File: src/rtl/ft245_tx_arbiter_if.sv
// Source-side byte streams plus the FT245 out-FIFO write port, bundled for the tx arbiter.
// The arbiter takes the slave view; the sources/FIFO side takes the master view.
interface ft245_tx_arbiter_if #(
    parameter int NUM_REQ = 2
);
    logic [NUM_REQ-1:0]   src_valid;
    logic [NUM_REQ-1:0]   src_last;
    logic [8*NUM_REQ-1:0] src_data;
    logic [NUM_REQ-1:0]   src_ready;
    logic                 out_fifo_full;
    logic                 out_fifo_wr;
    logic [7:0]           out_fifo_data;

    modport master (
        output src_valid, src_last, src_data, out_fifo_full,
        input  src_ready, out_fifo_wr, out_fifo_data
    );

    modport slave (
        input  src_valid, src_last, src_data, out_fifo_full,
        output src_ready, out_fifo_wr, out_fifo_data
    );
endinterface

File: src/rtl/ft245_tx_arbiter.sv
// Packet-granular round-robin arbiter for the FT245 out-FIFO write port, with a
// stall watchdog that releases the port when the granted source goes quiet mid-packet.
module ft245_tx_arbiter #(
    parameter int NUM_REQ   = 2,
    parameter int TIMEOUT   = 256,
    parameter int CNT_WIDTH = 16
) (
    input  logic                 clk,
    input  logic                 rst_n,
    ft245_tx_arbiter_if.slave    bus,
    output logic [NUM_REQ-1:0]   grant,
    output logic                 busy,
    output logic                 timeout_err,
    output logic [CNT_WIDTH-1:0] pkt_len
);
    localparam int IDX_W  = $clog2(NUM_REQ);
    localparam int IDLE_W = $clog2(TIMEOUT);
    localparam logic [IDLE_W-1:0] IDLE_LIMIT = IDLE_W'(TIMEOUT - 1);

    typedef enum logic [1:0] {
        ST_IDLE = 2'd0,
        ST_ARB  = 2'd1,
        ST_XFER = 2'd2
    } state_t;

    state_t               state_reg, state_next;
    logic [NUM_REQ-1:0]   grant_reg, grant_next;
    logic [IDX_W-1:0]     owner_reg, owner_next;
    logic [IDX_W-1:0]     last_owner_reg, last_owner_next;
    logic [IDLE_W-1:0]    idle_cnt_reg, idle_cnt_next;
    logic [CNT_WIDTH-1:0] pkt_len_reg, pkt_len_next;
    logic                 timeout_reg, timeout_next;

    logic [NUM_REQ-1:0]   upper_mask;
    logic [NUM_REQ-1:0]   req_upper;
    logic [NUM_REQ-1:0]   req_sel;
    logic [NUM_REQ-1:0]   pick_onehot;
    logic [IDX_W-1:0]     idx_chain  [NUM_REQ+1];
    logic [7:0]           data_chain [NUM_REQ+1];
    logic                 in_xfer;
    logic                 sel_valid;
    logic                 sel_last;
    logic                 wr;

    assign idx_chain[0]  = '0;
    assign data_chain[0] = 8'h00;

    generate
        for (genvar gi = 0; gi < NUM_REQ; gi++) begin : g_src
            assign upper_mask[gi]    = (IDX_W'(gi) > last_owner_reg);
            assign idx_chain[gi+1]   = idx_chain[gi] | (pick_onehot[gi] ? IDX_W'(gi) : '0);
            assign data_chain[gi+1]  = data_chain[gi] |
                                       (grant_reg[gi] ? bus.src_data[8*gi +: 8] : 8'h00);
            assign bus.src_ready[gi] = in_xfer & grant_reg[gi] & ~bus.out_fifo_full;
        end
    endgenerate

    // Requests above the last owner win; otherwise wrap to the lowest valid index.
    assign req_upper   = bus.src_valid & upper_mask;
    assign req_sel     = (|req_upper) ? req_upper : bus.src_valid;
    assign pick_onehot = req_sel & (~req_sel + NUM_REQ'(1));

    assign in_xfer   = (state_reg == ST_XFER);
    assign sel_valid = |(bus.src_valid & grant_reg);
    assign sel_last  = |(bus.src_last & grant_reg);
    assign wr        = in_xfer & sel_valid & ~bus.out_fifo_full;

    assign bus.out_fifo_wr   = wr;
    assign bus.out_fifo_data = data_chain[NUM_REQ];

    assign grant       = grant_reg;
    assign busy        = (state_reg != ST_IDLE);
    assign timeout_err = timeout_reg;
    assign pkt_len     = pkt_len_reg;

    always_ff @(posedge clk or negedge rst_n) begin
        if (!rst_n) begin
            state_reg      <= ST_IDLE;
            grant_reg      <= '0;
            owner_reg      <= '0;
            last_owner_reg <= IDX_W'(NUM_REQ - 1);
            idle_cnt_reg   <= '0;
            pkt_len_reg    <= '0;
            timeout_reg    <= 1'b0;
        end else begin
            state_reg      <= state_next;
            grant_reg      <= grant_next;
            owner_reg      <= owner_next;
            last_owner_reg <= last_owner_next;
            idle_cnt_reg   <= idle_cnt_next;
            pkt_len_reg    <= pkt_len_next;
            timeout_reg    <= timeout_next;
        end
    end

    always_comb begin
        state_next      = state_reg;
        grant_next      = grant_reg;
        owner_next      = owner_reg;
        last_owner_next = last_owner_reg;
        idle_cnt_next   = idle_cnt_reg;
        pkt_len_next    = pkt_len_reg;
        timeout_next    = 1'b0;

        case (state_reg)
            ST_IDLE: begin
                if (|bus.src_valid) begin
                    grant_next    = pick_onehot;
                    owner_next    = idx_chain[NUM_REQ];
                    pkt_len_next  = '0;
                    idle_cnt_next = '0;
                    state_next    = ST_ARB;
                end
            end
            ST_ARB: begin
                state_next = ST_XFER;
            end
            ST_XFER: begin
                if (wr) begin
                    idle_cnt_next = '0;
                    if (pkt_len_reg != '1) begin
                        pkt_len_next = pkt_len_reg + CNT_WIDTH'(1);
                    end
                    if (sel_last) begin
                        last_owner_next = owner_reg;
                        grant_next      = '0;
                        state_next      = ST_IDLE;
                    end
                end else if (!sel_valid) begin
                    // A last byte in the firing cycle takes the branch above, so it wins.
                    if (idle_cnt_reg == IDLE_LIMIT) begin
                        timeout_next    = 1'b1;
                        last_owner_next = owner_reg;
                        grant_next      = '0;
                        state_next      = ST_IDLE;
                    end else begin
                        idle_cnt_next = idle_cnt_reg + IDLE_W'(1);
                    end
                end
            end
            default: begin
                grant_next = '0;
                state_next = ST_IDLE;
            end
        endcase
    end
endmodule
File: src/flat_wrapper.sv
// flat-port wrapper written by rule: the top's interface ports become plain ports
module ft245_tx_arbiter_flat 
#(
    parameter int NUM_REQ   = 2,
    parameter int TIMEOUT   = 256,
    parameter int CNT_WIDTH = 16
)
  (clk, rst_n, grant, busy, timeout_err, pkt_len, bus_src_valid, bus_src_last, bus_src_data, bus_out_fifo_full, bus_src_ready, bus_out_fifo_wr, bus_out_fifo_data);
  ft245_tx_arbiter_if #(.NUM_REQ(NUM_REQ)) bus_i ();
  input  logic clk;
  input  logic rst_n;
  output logic [NUM_REQ-1:0] grant;
  output logic busy;
  output logic timeout_err;
  output logic [CNT_WIDTH-1:0] pkt_len;
  input wire logic [$bits(bus_i.src_valid)-1:0] bus_src_valid;
  input wire logic [$bits(bus_i.src_last)-1:0] bus_src_last;
  input wire logic [$bits(bus_i.src_data)-1:0] bus_src_data;
  input wire logic [$bits(bus_i.out_fifo_full)-1:0] bus_out_fifo_full;
  output wire logic [$bits(bus_i.src_ready)-1:0] bus_src_ready;
  output wire logic [$bits(bus_i.out_fifo_wr)-1:0] bus_out_fifo_wr;
  output wire logic [$bits(bus_i.out_fifo_data)-1:0] bus_out_fifo_data;
  assign bus_i.src_valid = bus_src_valid;
  assign bus_i.src_last = bus_src_last;
  assign bus_i.src_data = bus_src_data;
  assign bus_i.out_fifo_full = bus_out_fifo_full;
  assign bus_src_ready = bus_i.src_ready;
  assign bus_out_fifo_wr = bus_i.out_fifo_wr;
  assign bus_out_fifo_data = bus_i.out_fifo_data;
  ft245_tx_arbiter #(.NUM_REQ(NUM_REQ), .TIMEOUT(TIMEOUT), .CNT_WIDTH(CNT_WIDTH)) u_core (.clk(clk), .rst_n(rst_n), .bus(bus_i), .grant(grant), .busy(busy), .timeout_err(timeout_err), .pkt_len(pkt_len));
endmodule
File: config.mk
export PLATFORM = sky130hd
export DESIGN_NAME = ft245_tx_arbiter_flat
export DESIGN_NICKNAME = d
export VERILOG_FILES = /design/src/rtl/ft245_tx_arbiter_if.sv /design/src/rtl/ft245_tx_arbiter.sv /design/src/flat_wrapper.sv
export SDC_FILE = /design/constraint.sdc
export NUM_CORES = 1
export LEC_CHECK = 0
export CAP_MARGIN = 20
export CORE_AREA = 8 8 70 72
export CTS_CLUSTER_DIAMETER = 40
export DETAILED_ROUTE_END_ITERATION = 16
export DIE_AREA = 0 0 78 80
export PLACE_DENSITY = 0.92
export SETUP_SLACK_MARGIN = 0.5
export SLEW_MARGIN = 15
export SYNTH_ARGS = -nofsm -noshare
export SYNTH_HDL_FRONTEND = slang
export SYNTH_SLANG_ARGS = --single-unit
File: constraint.sdc
create_clock -name clk -period 5.4 [get_ports clk]
set_clock_uncertainty 0.2 [all_clocks]
set_input_delay 1.08 -clock clk [delete_from_list [all_inputs] [get_ports clk]]
set_output_delay 1.08 -clock clk [all_outputs]
set_load 0.05 [all_outputs]
==> results_dict.tcl, run 1 <==
set metrics [dict create \
    comb_power_share_pct 49.5 \
    rsz0062_at_grt "false" \
    synthArstFlopShare_pct 100 \
    syn_avg_cell_area_um2 9.15 \
    powerDensity_nw_per_um2 465 \
    synth_area_leaders "dfrtp_1 40%, a22o_1 4.2%, nor2_1 3.8%" \
    drt_iter0_markers 243 \
    relSlewSlack_pct 57.5 \
    setup_viol 0 \
    die_h_um 80 \
    max_freq_mhz 225 \
    grt_pass1_wl_mm 8.91 \
    fin_setup_tns_ns 0 \
    grt_usage_pct 17.5 \
    numCtsBuffers 5 \
    area_growth_pct 35.4 \
    final_core_util_pct 65.8 \
    largest_reg_flops 16 \
    r2r_cells 4 \
    die_area_um2 6240 \
    timing.rr.end "u_core.pkt_len[5]" \
    synth_top_area_cell "dfrtp_1" \
    io_pins 54 \
    vias 1882 \
    rr_startpoint "u_core.state_reg[0]" \
    synth_cell_type_count 48 \
    port_buffers 53 \
    placed_area_um2 2420 \
    endpoint "bus_out_fifo_wr" \
    worstPathMaxFanout 7 \
    synth_cells 205 \
    min_path_type "flip-flop to flip-flop" \
    via_per_inst 6.11 \
    intPower_uw 630 \
    cts_buffer_depth 2 \
    synth-main-ff-cell "dfrtp_1" \
    worstMarginPinSlew_ns 0.632 \
    worst_slack_ns 0.960 \
    worstPathArrival_ns 3.16 \
    ys_seq_area_share_pct 41.4 \
    yosys_warnings 0 \
    crit_required_ns 4.12 \
    r2r_slack_ns 3.06 \
    syn_nets 230 \
    timing.final.crit_share_pct 82.2 \
    wl_per_cell_um 17.5 \
    synth_edf_count 0 \
    coreArea_um2 3860 \
    place_ws_ns 0.995 \
    drcViolationCount 0 \
    postCtsSetupRepairBufs 0 \
    rows 23 \
    synth.most_common_cell "dfrtp_1" \
    diodes 0 \
    netlist.area_leader.share_pct 40.0 \
    fin_crit_ns 4.44 \
    die_w_um 78 \
    fin_hold_ws_ns 0.305 \
    grt-ovfl-total 0 \
    leakagePower_nw 1.02 \
    endpoint_kind "primary output" \
    synth_area_um2 1880 \
    nFillCells 321 \
    place_inst 300 \
    post_cts_resize_count 0 \
    hold_violations 0 \
    p_total_mw 1.18 \
    cap_violations 0 \
    wl_mm 5.40 \
    clk_pin_slew_ns 0.07 \
    synth_common_cells "30 x dfrtp_1, 19 x nor2_1, 12 x inv_1" \
    ir_drop_uv 214 \
    htreeDepth 2 \
    synth-seq-cells 31 \
    dr.pass1.iters 5 \
    start_util_pct 48.6 \
    maxSlewViolCount 0 \
    cp-start-kind "input pin" \
    antenna_left 0 \
    grt_max_degree 32 \
    antenna_found_initial 0 \
    path_class "input pin to primary output" \
    cts_hold_buf 0 \
    critPathLaunch "bus_src_valid[0]" \
    worstHoldStart "u_core.idle_cnt_reg[0]" \
    cts_tree "done" \
    first_global_vias 1838 \
    seqPwrFrac_pct 30.0 \
    clk-insertion-delay-late_ns 0.29 \
    status "finished clean" \
    stdcell_count 308 \
    layout.nets 282 \
    p_clk_share_pct 20.5 \
    hpwl_mm 3.73 \
    swShare_pct 46.7 \
    cts_num_sinks 31 \
    drive_gt1_share_pct 8.91 \
    p_sw_uw 551 \
    post-route-cell-area_um2 2540 \
    cts_root_buffer "clkbuf_8" \
    routabilityCongestion 0.820 \
]
-- cells by family (layout without fill, tap and decap cells) --
family,Yosys count,after routing,synth area share [%]
AO/OA/AOI/OAI,73,73,28.0
buffers and inverters,21,74,5.34
adder cells (fa/ha/maj),2,2,1.33
multiplexers,3,3,1.67
AND/OR/NAND/NOR,75,75,22.2
flip-flops,31,31,41.4
-- worst max-delay path, cell delays in order --
cell,delay (ns)
clkdlybuf4s50_1,0.62
a22oi_2,0.19
nor3_4,0.38
clkdlybuf4s50_1,0.88
-- cell type report --
| cell class | count | area, um^2 | share of cell area (%) |
|---|---|---|---|
| clock buffer | 6 | 82.6 | 3.25 |
| sequential | 31 | 777 | 30.6 |
| inverter | 12 | 45.0 | 1.77 |
| tap | 50 | 62.6 | 2.46 |
| multi-input combinational | 153 | 998 | 39.3 |
| timing repair buffer | 54 | 538 | 21.2 |
| clock inverter | 2 | 35.0 | 1.38 |
-- cells in the final DEF (no fill, tap or decap), drive strengths merged, types with 2 or more instances in the layout --
cell | Yosys | final
and3 | 7 | 7
clkbuf | 2 | 6
a211oi | 2 | 2
o41ai | 2 | 2
o2bb2ai | 2 | 2
inv | 12 | 12
nand3 | 8 | 8
nand2b | 5 | 5
nor2 | 19 | 19
nor4 | 3 | 3
mux2i | 2 | 2
o21ai | 21 | 21
or3 | 3 | 3
dfrtp | 30 | 30
nand2 | 12 | 12
nand4 | 6 | 6
clkdlybuf4s50 | 0 | 53
a21oi | 11 | 11
ha | 2 | 2
o31ai | 8 | 8
nor3 | 8 | 8
a22o | 9 | 9
a22oi | 2 | 2
a31oi | 11 | 11
-- power by group through the flow --
stage | registers (mW) | logic (mW) | clock network (mW)
global placement | 0.353 | 0.570 | 0
global route | 0.363 | 0.623 | 0.254
detailed placement | 0.356 | 0.582 | 0
finish | 0.354 | 0.585 | 0.242
floorplan | 0.354 | 0.424 | 0
CTS | 0.352 | 0.587 | 0.245
-- worst min-delay path by stage --
stage | to | cells after the start
after global routing | u_core.idle_cnt_reg[0] | 1
after floorplan | u_core.idle_cnt_reg[2] | 1
final | u_core.idle_cnt_reg[0] | 1
after CTS | u_core.idle_cnt_reg[0] | 1
after global placement | u_core.last_owner_reg | 1
after detailed placement | u_core.last_owner_reg | 1
-- layer usage --
metal  vias to the layer above  wire length, um  global-route usage, %
met2                        77             2750                   29.8
met3                        11              295                   4.50
met1                       922             2260                   21.1
met4                         0              103                   5.19
li1                        872                -                      -
met5                         -                0                      0
No activity file was read; power rests on OpenSTA's default activity.
==> run 2: changes to the inputs <==
- CORE_AREA: 8 8 70 72 -> 8 8 73 75
- DIE_AREA: 0 0 78 80 -> 0 0 81 83
- PLACE_DENSITY: 0.92 -> 0.85
- clock period: 5.4 -> 4.1 ns (I/O delays scaled with it)
==> results_dict.tcl, run 2 (same netlist as run 1, synthesis figures left out) <==
set metrics [dict create \
    cap_violations 0 \
    layout.nets 282 \
    area_growth_pct 34.6 \
    clk_pin_slew_ns 0.07 \
    dr.pass1.iters 5 \
    use_met1_pct 19.7 \
    busiest_layer "met2" \
    grt-ovfl-total 0 \
    diodes 0 \
    antenna_found_initial 0 \
    place_inst 302 \
    swShare_pct 47.6 \
    cts_root_buffer "clkbuf_8" \
    p_total_mw 1.50 \
    drcViolationCount 0 \
    p_clk_share_pct 18.2 \
    max_freq_mhz 284 \
    relSlewSlack_pct 62.5 \
    final_common_cell "clkdlybuf4s50_1" \
    coreArea_um2 4200 \
    htreeDepth 2 \
    grt_usage_pct 15.3 \
    setup_viol 0 \
    hpwl_mm 3.65 \
    port_buffers 53 \
    powerDensity_nw_per_um2 595 \
    hold_violations 0 \
    first_global_vias 1712 \
    drt_iter0_markers 169 \
    io_pins 54 \
    crit_required_ns 3.08 \
    timing.final.crit_share_pct 85.9 \
    grt_use_met2_pct 23.5 \
    routabilityCongestion 0.798 \
    antenna_left 0 \
    worstMarginPinSlew_ns 0.559 \
    via_per_inst 5.90 \
    vias 1829 \
    endpoint_kind "primary output" \
    die_w_um 81 \
    min_path_type "flip-flop to flip-flop" \
    fin_crit_ns 3.52 \
    maxSlewViolCount 0 \
    ir_drop_uv 233 \
    wl_mm 5.13 \
    p_sw_uw 714 \
    grt_pass1_wl_mm 8.41 \
    worstPathArrival_ns 2.50 \
    path_class "input pin to primary output" \
    cts_tree "done" \
    numCtsBuffers 5 \
    start_util_pct 44.6 \
    rsz0062_at_grt "false" \
    leakagePower_nw 1.03 \
    wl_per_cell_um 16.6 \
    cts_num_sinks 31 \
    clk-insertion-delay-late_ns 0.29 \
    grt_max_degree 32 \
    fin_setup_tns_ns 0 \
    grtUsageMet3_pct 4.63 \
    status "finished clean" \
    rows 24 \
    nFillCells 369 \
    cp-start-kind "input pin" \
    drive_gt1_share_pct 8.91 \
    comb_power_share_pct 50.8 \
    die_h_um 83 \
    largest_reg_flops 16 \
    die_area_um2 6720 \
    worstPathMaxFanout 9 \
    cts_buffer_depth 2 \
    final_cell_mix "51 x clkdlybuf4s50_1, 30 x dfrtp_1, 19 x nor2_1" \
    seqPwrFrac_pct 31.0 \
    postCtsSetupRepairBufs 0 \
    intPower_uw 786 \
    stdcell_count 310 \
]
==> run 2: changes by cell type in the layout (fill, tap and decap cells not counted), sizes merged <==
cell / change
bufinv: -1
clkdlybuf4s50: -2
clkbuf: +2
clkinv: -1
dlymetal6s2s: +1
buf: +1
==> run 2: timing repair <==
| item | 4_1_cts | 5_1_grt |
|---|---|---|
| hold buffers | 0 | 0 |
| endpoints found under the setup margin | 0 | 1 |
| gates resized for setup | 0 | 1 |
==> run 2: through the flow <==
step	utilization [%]	hold slack, ns	instance area [um^2]	setup slack, ns
2_1_floorplan	-	0.256	1880	0.840
3_3_place_gp	57.6	0.277	2420	0.605
3_5_place_dp	57.6	0.287	2420	0.576
4_1_cts	60.0	0.295	2520	0.565
5_1_grt	60.0	0.329	2520	0.505
6_report	60.0	0.292	2520	0.578
==> run 2: layout make-up <==
cell class | instances | area [um^2] | area share [%]
flip-flops and latches | 31 | 777 | 30.8
inverters | 12 | 45.0 | 1.78
clock buffers | 8 | 100 | 3.97
repair buffers | 54 | 538 | 21.3
multi-input cells | 153 | 998 | 39.6
well taps | 52 | 65.1 | 2.58
==> run 2: critical path, cell delays in order <==
cell	delay [ns]
clkdlybuf4s50_1	0.59
nor3_1	0.25
clkdlybuf4s50_1	0.84
==> run 2: worst paths after layout <==
path                                         from                     end  slack (ns)  depth (start not counted)
max                             bus_out_fifo_full        bus_src_ready[1]        0.58                          3
min                        u_core.idle_cnt_reg[2]  u_core.idle_cnt_reg[2]        0.29                          1
max reg2reg                   u_core.state_reg[1]       u_core.pkt_len[5]        1.83                          4
min reg2reg                u_core.idle_cnt_reg[2]  u_core.idle_cnt_reg[2]        0.29                          1
max in group asynchronous                   rst_n   u_core.last_owner_reg        2.65                          2
min in group asynchronous                   rst_n       u_core.pkt_len[0]        0.72                          2
==> run 2: power by group through the flow <==
stage,logic (mW),clock network (mW),registers [mW]
finish,0.763,0.273,0.465
global route,0.818,0.286,0.478
CTS,0.767,0.273,0.462
detailed placement,0.765,0,0.467
global placement,0.750,0,0.466
floorplan,0.558,0,0.466
==> run 2: metal layers <==
layer,wire length [um],vias up
met3,255,10
met1,2240,902
met2,2580,46
li1,-,871
met5,0,-
met4,62,0
==> run 3: changes to the inputs <==
- CELL_PAD_IN_SITES_DETAIL_PLACEMENT: unset -> 0
- CELL_PAD_IN_SITES_GLOBAL_PLACEMENT: unset -> 1
- CORE_AREA: 8 8 73 75 -> 3 3 78 80
- PLACE_DENSITY: 0.85 -> 0.86
- SKIP_CTS_REPAIR_TIMING: unset -> 1
==> results_dict.tcl, run 3 (same netlist as run 1, synthesis figures left out) <==
set metrics [dict create \
    cts_buffer_depth 2 \
    final_common_cell "clkdlybuf4s50_1" \
    p_sw_uw 703 \
    worstPathArrival_ns 2.47 \
    rows 27 \
    powerDensity_nw_per_um2 575 \
    comb_power_share_pct 52.4 \
    path_class "input pin to primary output" \
    largest_reg_flops 16 \
    min_path_type "flip-flop to flip-flop" \
    drive_gt1_share_pct 8.49 \
    critPathTopFamily "buffers and inverters" \
    relSlewSlack_pct 61.6 \
    numCtsBuffers 5 \
    htreeDepth 2 \
    fin_hold_ws_ns 0.293 \
    max_freq_mhz 287 \
    io_pins 54 \
    intPower_uw 755 \
    ir_drop_uv 228 \
    rsz0062_at_grt "false" \
    die_h_um 83 \
    routabilityCongestion 0.808 \
    worstMarginPinSlew_ns 0.571 \
    use_met1_pct 21.8 \
    dr.pass1.iters 4 \
    die_area_um2 6720 \
    clk-insertion-delay-late_ns 0.29 \
    hold_violations 0 \
    wl_mm 4.92 \
    cts_tree "done" \
    grt_use_met2_pct 22.7 \
    grt_pass1_wl_mm 8.34 \
    wl_per_cell_um 14.9 \
    layout.nets 283 \
    setup_viol 0 \
    vias 1769 \
    start_util_pct 34.3 \
    cp_cell_sequence "clkdlybuf4s50_1 > nor3_1 > clkdlybuf4s50_1" \
    cpPeakStageDelay_ns 0.83 \
    post-route-cell-area_um2 2540 \
    cp-start-kind "input pin" \
    final_cell_mix "51 x clkdlybuf4s50_1, 30 x dfrtp_1, 19 x nor2_1" \
    endpoint_kind "primary output" \
    drt_iter0_markers 114 \
    status "finished clean" \
    first_global_vias 1720 \
    coreArea_um2 5470 \
    crit_required_ns 3.08 \
    cap_violations 0 \
    cp_num_buf_inv 2 \
    antenna_left 0 \
    p_total_mw 1.46 \
    leakagePower_nw 1.03 \
    clk_pin_slew_ns 0.06 \
    cpMostUsedCell "clkdlybuf4s50_1" \
    busiest_layer "met2" \
    swShare_pct 48.2 \
    placed_area_um2 2450 \
    grt_usage_pct 15.5 \
    fin_setup_tns_ns 0 \
    timing.final.crit_share_pct 85.0 \
    cts_root_buffer "clkbuf_8" \
    worstPathMaxFanout 9 \
    drcViolationCount 0 \
    p_clk_share_pct 16.0 \
    maxSlewViolCount 0 \
    hpwl_mm 3.43 \
    grt-ovfl-total 0 \
    port_buffers 53 \
    via_per_inst 5.34 \
    fin_crit_ns 3.49 \
    grt_max_degree 32 \
    antenna_found_initial 0 \
    area_growth_pct 35.2 \
    seqPwrFrac_pct 31.5 \
    slowest_stage "clkdlybuf4s50_1" \
    diodes 0 \
    cts_num_sinks 31 \
    grtUsageMet3_pct 3.58 \
    die_w_um 81 \
]
[run 3: cell count changes in the layout (fill, tap and decap cells not counted), sizes merged]
cell and delta:
buf +1
[run 3: per-stage QoR]
step / instances / utilization, % / worst slack [ns]
floorplan: 205 / - / 0.840
global placement: 323 / 44.8 / 0.614
detailed placement: 323 / 44.8 / 0.566
CTS: 331 / 46.3 / 0.559
global route: 331 / 46.3 / 0.510
finish: 331 / 46.3 / 0.613
[run 3: path summary, 6_finish.rpt]
path	startpoint	to	slack (ns)	cells past startpoint
setup / recovery	bus_out_fifo_full	bus_src_ready[1]	0.61	3
hold / removal	u_core.owner_reg	u_core.last_owner_reg	0.29	1
setup reg to reg	u_core.state_reg[1]	u_core.pkt_len[11]	1.90	5
hold reg to reg	u_core.owner_reg	u_core.last_owner_reg	0.29	1
max in group asynchronous	rst_n	u_core.last_owner_reg	2.64	2
min in group asynchronous	rst_n	u_core.pkt_len[0]	0.73	2
[run 3: layout make-up]
class / count / area (um^2)
clock buffers: 8 / 80.1
fillers: 552 / 2940
multi-input cells: 153 / 998
inverters: 12 / 45.0
flip-flops and latches: 31 / 777
well taps: 72 / 90.1
repair buffers: 55 / 546
[run 3: power by group through the flow]
stage	logic [mW]	clock network, mW	registers, mW
global placement	0.763	0	0.465
detailed placement	0.765	0	0.466
CTS	0.769	0.242	0.461
global route	0.817	0.256	0.475
finish	0.765	0.234	0.459
floorplan	0.558	0	0.466
[run 3: worst reg2reg max path: stages (launching register included)]
cell and delay [ns]:
dfrtp_1 0.57, nand2b_2 0.41, nor3_4 0.23, buf_4 0.18, nand2_2 0.17, o41ai_1 0.34
[run 3: routing by layer]
metal | vias to the layer above | wire (um)
li1 | 870 | -
met1 | 848 | 2370
met2 | 42 | 2270
met3 | 9 | 203
met4 | 0 | 81
met5 | - | 0
